[config.mk]
export PLATFORM = sky130hd
export DESIGN_NAME = cache_controller
export DESIGN_NICKNAME = d
export VERILOG_FILES = /design/src/rtl/cache_controller.sv
export SDC_FILE = /design/constraint.sdc
export NUM_CORES = 1
export LEC_CHECK = 0
export BUFFER_PORTS_ARGS = -buffer_cell sky130_fd_sc_hd__buf_2
export CAP_MARGIN = 10
export CORE_MARGIN = 3
export CORE_UTILIZATION = 37
export DETAILED_ROUTE_END_ITERATION = 12
export PLACE_DENSITY = 0.77
export SLEW_MARGIN = 30
export SYNTH_ARGS = -nofsm -noshare
export SYNTH_HDL_FRONTEND = slang
export SYNTH_SLANG_ARGS = --single-unit
[constraint.sdc]
create_clock -name CLK -period 1.8 [get_ports CLK]
set_input_delay 0.18 -clock CLK [delete_from_list [all_inputs] [get_ports CLK]]
set_output_delay 0.18 -clock CLK [all_outputs]
set_load 0.1 [all_outputs]
[src/rtl/cache_controller.sv]
// ---------------------------------------------------------------------------
// cache_controller
//   Miss-handling sequencer for the 2-way data cache. Each CPU load/store is
//   walked through: tag lookup -> (dirty victim write-back) -> line refill ->
//   one-cycle fill -> replayed lookup. The pipeline is stalled while any of
//   these steps is outstanding. Main memory is reached over a req/ready
//   handshake guarded by a bounded-wait timeout that raises a sticky Error.
//
// Optional build macro:
//   CACHE_PERF_CNT_EN - adds saturating HitCount / MissCount / WbCount outputs.
//
// Ports:
//   CLK         in   clock, rising edge
//   RST         in   asynchronous active-low reset
//   MemRead     in   CPU load request (held stable while Stall=1)
//   MemWrite    in   CPU store request (held stable while Stall=1)
//   A           in   CPU byte address
//   hit         in   tag-match result for A (valid in LOOKUP)
//   dirty       in   victim line dirty (valid in LOOKUP)
//   VictimA     in   word address of the victim line
//   MemReady    in   memory completes the current transfer this cycle
//   Stall       out  freeze PC/pipeline
//   CacheLookup out  cache compares tags this cycle
//   CacheFill   out  cache writes refill data (single cycle)
//   MemReq      out  memory transfer active
//   MemWE       out  1 = write-back, 0 = refill read (valid with MemReq)
//   MemAddr     out  memory word address, bits [1:0] always 0
//   Error       out  sticky memory-timeout flag
//   HitCount/MissCount/WbCount  out  perf counters (CACHE_PERF_CNT_EN only)
// ---------------------------------------------------------------------------
module cache_controller #(
  parameter int DATA_WIDTH  = 32,
  parameter int MEM_TIMEOUT = 64,
  parameter int CNT_WIDTH   = 16
) (
  input  logic                  CLK,
  input  logic                  RST,
  input  logic                  MemRead,
  input  logic                  MemWrite,
  input  logic [DATA_WIDTH-1:0] A,
  input  logic                  hit,
  input  logic                  dirty,
  input  logic [DATA_WIDTH-1:0] VictimA,
  input  logic                  MemReady,
  output logic                  Stall,
  output logic                  CacheLookup,
  output logic                  CacheFill,
  output logic                  MemReq,
  output logic                  MemWE,
  output logic [DATA_WIDTH-1:0] MemAddr,
  output logic                  Error
`ifdef CACHE_PERF_CNT_EN
  ,
  output logic [CNT_WIDTH-1:0]  HitCount,
  output logic [CNT_WIDTH-1:0]  MissCount,
  output logic [CNT_WIDTH-1:0]  WbCount
`endif
);

  typedef enum logic [2:0] {
    S_IDLE      = 3'd0,
    S_LOOKUP    = 3'd1,
    S_WRITEBACK = 3'd2,
    S_REFILL    = 3'd3,
    S_FILL      = 3'd4
  } state_t;

  localparam logic [CNT_WIDTH-1:0] TMO_LAST = CNT_WIDTH'(MEM_TIMEOUT - 1);
  localparam logic [CNT_WIDTH-1:0] CNT_MAX  = '1;

  state_t                state_q, state_d;
  logic [CNT_WIDTH-1:0]  tmo_q,   tmo_d;
  logic                  error_q, error_d;

  // A store wins over a load when both are raised; the sequence is identical
  // either way, so only the OR matters here.
  logic req;
  assign req = MemRead | MemWrite;

  // Byte-offset bits never reach memory; this keeps them visibly consumed.
  logic unused_addr_lsbs;
  assign unused_addr_lsbs = ^{A[1:0], VictimA[1:0]};

  logic mem_phase;
  assign mem_phase = (state_q == S_WRITEBACK) || (state_q == S_REFILL);

  // -------------------------------------------------------------------------
  // Next-state logic
  // -------------------------------------------------------------------------
  always_comb begin
    state_d = state_q;
    tmo_d   = tmo_q;
    error_d = error_q;

    unique case (state_q)
      S_IDLE: begin
        if (req) state_d = S_LOOKUP;
      end

      S_LOOKUP: begin
        if (!req || hit) begin
          // Retire on hit; a dropped request leaves without memory traffic.
          state_d = S_IDLE;
        end else if (dirty) begin
          state_d = S_WRITEBACK;
          tmo_d   = '0;
        end else begin
          state_d = S_REFILL;
          tmo_d   = '0;
        end
      end

      S_WRITEBACK, S_REFILL: begin
        if (MemReady) begin
          // Completion beats a timeout landing on the same cycle.
          if (state_q == S_WRITEBACK) begin
            state_d = S_REFILL;
            tmo_d   = '0;
          end else begin
            state_d = S_FILL;
          end
        end else if (tmo_q >= TMO_LAST) begin
          // Abort: MemReq drops on this same edge since IDLE drives no request.
          error_d = 1'b1;
          state_d = S_IDLE;
        end else if (tmo_q != CNT_MAX) begin
          tmo_d = tmo_q + CNT_WIDTH'(1);
        end
      end

      S_FILL: begin
        // Replay the lookup; the freshly filled line is guaranteed to hit.
        state_d = S_LOOKUP;
      end

      default: begin
        state_d = S_IDLE;
      end
    endcase
  end

  // -------------------------------------------------------------------------
  // Output decode (Moore on state, except Stall which also looks at req/hit)
  // -------------------------------------------------------------------------
  always_comb begin
    Stall       = 1'b0;
    CacheLookup = 1'b0;
    CacheFill   = 1'b0;
    MemReq      = 1'b0;
    MemWE       = 1'b0;
    MemAddr     = '0;

    unique case (state_q)
      S_LOOKUP:    CacheLookup = 1'b1;
      S_WRITEBACK: begin
        MemReq  = 1'b1;
        MemWE   = 1'b1;
        MemAddr = {VictimA[DATA_WIDTH-1:2], 2'b00};
      end
      S_REFILL: begin
        MemReq  = 1'b1;
        MemAddr = {A[DATA_WIDTH-1:2], 2'b00};
      end
      S_FILL:      CacheFill = 1'b1;
      default: ;
    endcase

    // Stall is gated by RST so every output is 0 while reset is held, even
    // though the CPU may still be presenting a request.
    Stall = RST & ((req && !((state_q == S_LOOKUP) && hit)) ||
                   mem_phase || (state_q == S_FILL));
  end

  assign Error = error_q;

  always_ff @(posedge CLK or negedge RST) begin
    if (!RST) begin
      state_q <= S_IDLE;
      tmo_q   <= '0;
      error_q <= 1'b0;
    end else begin
      state_q <= state_d;
      tmo_q   <= tmo_d;
      error_q <= error_d;
    end
  end

`ifdef CACHE_PERF_CNT_EN
  // -------------------------------------------------------------------------
  // Performance counters
  // -------------------------------------------------------------------------
  logic                 replay_q, replay_d;
  logic [CNT_WIDTH-1:0] hit_cnt_q,  hit_cnt_d;
  logic [CNT_WIDTH-1:0] miss_cnt_q, miss_cnt_d;
  logic [CNT_WIDTH-1:0] wb_cnt_q,   wb_cnt_d;

  always_comb begin
    // FILL always leads into exactly one LOOKUP cycle, so remembering "last
    // cycle was FILL" marks the replay lookup that must not count as a hit.
    replay_d   = (state_q == S_FILL);
    hit_cnt_d  = hit_cnt_q;
    miss_cnt_d = miss_cnt_q;
    wb_cnt_d   = wb_cnt_q;

    if ((state_q == S_LOOKUP) && req && hit && !replay_q && (hit_cnt_q != CNT_MAX))
      hit_cnt_d = hit_cnt_q + CNT_WIDTH'(1);
    if ((state_q == S_LOOKUP) && req && !hit && (miss_cnt_q != CNT_MAX))
      miss_cnt_d = miss_cnt_q + CNT_WIDTH'(1);
    if ((state_q == S_WRITEBACK) && MemReady && (wb_cnt_q != CNT_MAX))
      wb_cnt_d = wb_cnt_q + CNT_WIDTH'(1);
  end

  always_ff @(posedge CLK or negedge RST) begin
    if (!RST) begin
      replay_q   <= 1'b0;
      hit_cnt_q  <= '0;
      miss_cnt_q <= '0;
      wb_cnt_q   <= '0;
    end else begin
      replay_q   <= replay_d;
      hit_cnt_q  <= hit_cnt_d;
      miss_cnt_q <= miss_cnt_d;
      wb_cnt_q   <= wb_cnt_d;
    end
  end

  assign HitCount  = hit_cnt_q;
  assign MissCount = miss_cnt_q;
  assign WbCount   = wb_cnt_q;
`endif

endmodule
==> results_dict.tcl, run 1 <==
set metrics [dict create \
    status "finished, final reports clean" \
    fin_cells 322 \
    syn_area_um2 1498 \
    cp_cell_sequence "buf_6 -> mux2i_2 -> nor2_4 -> buf_12" \
    clockBufferDepth 2 \
    final.setup.tns_ps 0 \
    syn_area_per_cell_um2 8.968 \
    drc 0 \
    yosys.area.top_type "dfrtp_1" \
    ff2ff_setup_slack_ps 100 \
    mostFrequentLayoutCells "buf_2, buf_12, mux2i_1" \
    initial_core_util_pct 39.71 \
    wire_per_inst_um 15.38 \
    met3_usage_pct 3.188 \
    synth-simple-area-share_pct 29.57 \
    row_count 22 \
    synthAdderAreaFrac_pct 0.8354 \
    ff2ff_path_depth 5 \
    nets 347 \
    synth_top_family_by_area "simple AND/OR/NAND/NOR gates" \
    fin_crit_ps 1726 \
    crit_start "state_q[0]" \
    hold_violations 0 \
    via_per_inst 4.984 \
    area_delta_synth_final_pct 86.55 \
    startpoint_type "flip-flop" \
    seq_area_um2 503.0 \
    cts_max_level 1 \
    cp_max_fo 22 \
    drv_cap 0 \
    finClkSkew_ps 2.137 \
    grt_pass1_vias 1659 \
    crit_slowest_cell "dfrtp_2" \
    nFillCells 237 \
    clock.fmax_mhz 579.5 \
    period_share_pct 95.87 \
    fin_util_pct 74.09 \
    synth_cells 167 \
    coreArea_um2 3771 \
    drt_iter0_drc 116 \
    arrival_ps 1550 \
    r2r_start "tmo_q[0]" \
    grt_first_pass_wirelength_um 7921 \
    cts_tree "built" \
    vdd_drop_max_v 0.001405 \
    die_height_um 69.62 \
    ys_types 37 \
    dr.pass1.iters 4 \
    cellPowerDensity_nw_per_um2 1932 \
    vias 1605 \
    grt.total_usage_pct 20.07 \
    clockRootBuffer "clkbuf_8" \
    synth-xor-area-share_pct 0 \
    dieArea_um2 4847 \
    dp_cells 313 \
    worst-setup-path-type "flip-flop to primary output" \
    hold_start "MemReady" \
    wl_um 4951 \
    hold_end "state_q[2]" \
    dp_hpwl_um 3968 \
    drive_above_1_share_pct 60.22 \
    power_leakage_uw 0.001388 \
    final-setup-viol-count 0 \
    grt-ovfl-total 0 \
    n_antenna_cell 0 \
    synth-seq-cells 20 \
    portBuffers 102 \
    met1_usage_pct 23.74 \
    slew_violations 0 \
    synth_top_cell_area_share_pct 33.42 \
    critPathMaxStageDelay_ps 430 \
    multiInputGateArea_um2 1030 \
    met2_usage_pct 36.44 \
    clkTransAtPathRegs_ps 70 \
    io_pins 109 \
    yosys-top-cells-area "dfrtp_1, mux2i_1, nor2_1" \
    layout_commonest_cell "buf_2" \
    cts_made_buffers 3 \
    ant_nets 0 \
    whs_path_depth 2 \
    antenna_found_initial 0 \
    synth-compound-area-share_pct 8.855 \
    grt_start_max_net_pins 23 \
    clock-sinks 20 \
    hold_class "input port to flip-flop" \
    synthMuxAreaShare_pct 21.39 \
    busiest_layer "met2" \
    gp_congestion 0.8131 \
    clk_latency_ps 260 \
    endpoint_kind "primary output" \
    r2r_end "tmo_q[4]" \
    yosysSeqAreaShare_pct 33.42 \
    crit_required_ps 1620 \
    total_power_uw 5399 \
    die_x_um 69.62 \
    ys_warn_count 0 \
]
-- where the power goes --
group	switching, uW	total (uW)	internal, uW	leakage, uW
logic	2920	4470	1550	0.00109
registers	82.6	587	505	0.000271
clock network	147	342	195	0.0000288
-- final cells by class --
class | instances | area share [%]
Clock buffer | 4 | 1.970
Inverter | 3 | 0.4030
Multi-Input combinational cell | 131 | 36.86
Sequential cell | 20 | 18.00
Tap cell | 48 | 2.150
Timing Repair Buffer | 116 | 40.62
-- cells in the mapped netlist --
master    count
nand3_1       1
buf_6         1
buf_2         5
or4_4         1
or2_2         1
and2_1       11
a21oi_1       2
o31ai_2       1
conb_1        1
or4b_1        1
o21ai_0       5
nor4_1        1
dfrtp_1      20
o211ai_1      5
clkbuf_1      6
a31oi_4       1
ha_1          1
nor3b_1       1
nor3_1        2
nand2b_1      3
nor2_1       38
nor2b_1       1
a221oi_1      1
o21ai_1       1
or3_1         1
nor4_4        2
nor3b_2       1
and4bb_1      1
mux2i_1      32
nand2_1       8
nand3b_1      1
nor4b_1       1
and3_1        2
nand3_4       1
inv_1         3
a211oi_2      1
buf_4         2
-- cells by family after synthesis --
| group | after synthesis |
|---|---|
| buffers and inverters | 17 |
| adder cells (fa/ha/maj) | 1 |
| other | 1 |
| AND/OR/NAND/NOR | 79 |
| flip-flops | 20 |
| multiplexers | 32 |
| AO/OA/AOI/OAI | 17 |
-- registers in the layout, summed over array words and instances, names as in the netlist --
signal / cells
tmo_q: 16
Error: 1
state_q: 3
-- worst max path at each step --
stage,endpoint,slack [ps]
floorplan,MemAddr[11],-240
global route,state_q[0],-6
finish,MemAddr[4],70
global placement,state_q[0],170
detailed placement,state_q[0],140
CTS,MemAddr[18],20
-- critical path, delay by kind of cell (launching register included) --
kind                   cells  cell delay [ps]
flip-flops                 1              430
buffers and inverters      2              450
AND/OR/NAND/NOR            1               60
multiplexers               1              340
-- per-stage QoR --
stage	cell area [um2]	hold slack [ps]	setup slack [ps]
4_1_cts	2759	266.2	17.77
6_report	2794	274.2	74.38
3_5_place_dp	2688	220.9	143.4
5_1_grt	2794	273.8	-5.552
2_1_floorplan	1609	-115.6	-241.8
3_3_place_gp	2688	216.3	174.5
-- repair_timing --
action,CTS,global route
endpoints found under the hold margin,20,0
gates resized for setup,2,2
hold buffers,1,0
buffers inserted,0,4
endpoints found under the setup margin,3,33
pin swaps,0,1
-- routing by layer --
metal	part of all wire [%]	wire, um
met4	2.1	104
met1	38	1861
met2	55	2742
met3	4.9	242
met5	0	0
Power figures use the tool's default switching activity.
==> run 2: changes to the inputs <==
CORE_UTILIZATION = 40   (was 37)
PLACE_DENSITY = 0.79   (was 0.77)
clock period = 2.05 ns   (was 1.8 ns; I/O delays follow)
==> results_dict.tcl, run 2 (synthesized netlist as in run 1, its figures left out) <==
set metrics [dict create \
    vdd_drop_max_v 0.001068 \
    initial_core_util_pct 43.18 \
    cellPowerDensity_nw_per_um2 1755 \
    crit_path_end "MemAddr[7]" \
    hold_violations 0 \
    hold_start "MemReady" \
    grt_pass1_vias 1531 \
    nets 340 \
    portBuffers 102 \
    die_x_um 67.19 \
    ff2ff_path_depth 5 \
    drv_cap 0 \
    cts_max_level 1 \
    fin_util_pct 80.27 \
    dieArea_um2 4515 \
    antenna_found_initial 0 \
    gp_congestion 0.8625 \
    drive_above_1_share_pct 58.43 \
    pre_cts_ws_ps 255.8 \
    drc 0 \
    wl_um 5178 \
    io_pins 109 \
    fin_cells 313 \
    grt-ovfl-total 0 \
    cts_setup_buffers 0 \
    hold_slack_ps 275.1 \
    layout_commonest_cell "buf_2" \
    cp_max_fo 24 \
    wire_per_inst_um 16.54 \
    power_leakage_uw 0.001367 \
    clk_latency_ps 250 \
    vias 1602 \
    ff2ff_setup_slack_ps 200 \
    grt_first_pass_wirelength_um 7355 \
    clockRootBuffer "clkbuf_8" \
    worst-setup-path-type "flip-flop to primary output" \
    row_count 21 \
    status "finished, final reports clean" \
    period_share_pct 90.49 \
    via_per_inst 5.118 \
    area_delta_synth_final_pct 85.88 \
    fin_crit_ps 1855 \
    largest_register_ffs 16 \
    ant_nets 0 \
    clkTransAtPathRegs_ps 70 \
    crit_required_ps 1850 \
    arrival_ps 1650 \
    die_height_um 67.19 \
    r2r_start "tmo_q[0]" \
    cts_tree "built" \
    regMostFlops "tmo_q" \
    clock-sinks 20 \
    n_antenna_cell 0 \
    endpoint_kind "primary output" \
    coreArea_um2 3468 \
    clock.fmax_mhz 539.1 \
    grt.total_usage_pct 21.87 \
    cts_made_buffers 3 \
    slew_violations 0 \
    rsz0062_at_grt "no" \
    dp_hpwl_um 4274 \
    hold_class "input port to flip-flop" \
    mostFrequentLayoutCells "buf_2, buf_12, mux2i_1" \
    r2r_end "state_q[0]" \
    startpoint_type "flip-flop" \
    dp_cells 308 \
    finClkSkew_ps 4.316 \
    crit_start "state_q[2]" \
    clockBufferDepth 2 \
    grt_start_max_net_pins 27 \
    layout_setup_ws_ps 195.0 \
    nFillCells 223 \
    final-setup-viol-count 0 \
    dr.pass1.iters 4 \
    drt_iter0_drc 89 \
]
run 2: cell count changes in the layout (fill, tap and decap cells not counted), sizes merged:
cell,before,now
buf,115,108
bufinv,0,1
clkbuf,4,3
run 2: worst min-delay path by stage:
stage	slack, ps	endpoint	cells after the start
after floorplan	-90	Error	0
after global placement	230	tmo_q[6]	2
after detailed placement	230	tmo_q[8]	2
after CTS	270	state_q[2]	2
after global routing	270	state_q[2]	2
final	280	state_q[2]	2
run 2: through the flow:
stage               TNS (ps)  cell area [um2]  power [uW]
finish                     0             2784        4886
floorplan             -404.2             1649        3184
detailed placement         0             2699        4518
global placement           0             2699        4457
CTS                        0             2780        4905
global route               0             2784        5047
run 2: layout make-up:
class,instances,area [um2],share of cell area (%)
clock buffers,3,41.29,1.483
multi-input cells,131,1065,38.25
well taps,46,57.56,2.067
inverters,3,11.26,0.4045
clock inverters,1,30.03,1.079
repair buffers,109,1077,38.70
flip-flops and latches,20,501.7,18.02
run 2: worst max-delay path: stages (launching register included):
cell      delay, ps
dfrtp_1         490
nand2b_2        260
buf_6           230
nor2_2          210
buf_12          190
run 2: metal layers:
metal / GRT usage (%) / vias to the layer above / routed length [um] / part of all wire (%)
li1: - / 771 / - / -
met4: 6.076 / 0 / 137 / 2.6
met5: 0 / - / 0 / 0
met1: 25.47 / 761 / 1855 / 36
met2: 40.49 / 58 / 2981 / 58
met3: 4.160 / 12 / 204 / 3.9
run 2: report_power, final:
group / switching [uW] / leakage, uW / internal, uW
clock network: 120 / 0.0000357 / 260
logic: 2620 / 0.00106 / 1380
registers: 70.6 / 0.000273 / 441
total: 2810 / 0.00137 / 2080
run 2: timing repair:
item                                    in CTS  in global routing
hold buffers                                 1                  0
endpoints found under the hold margin       20                  0
endpoints found under the setup margin       0                 11
resized for setup                            0                  1
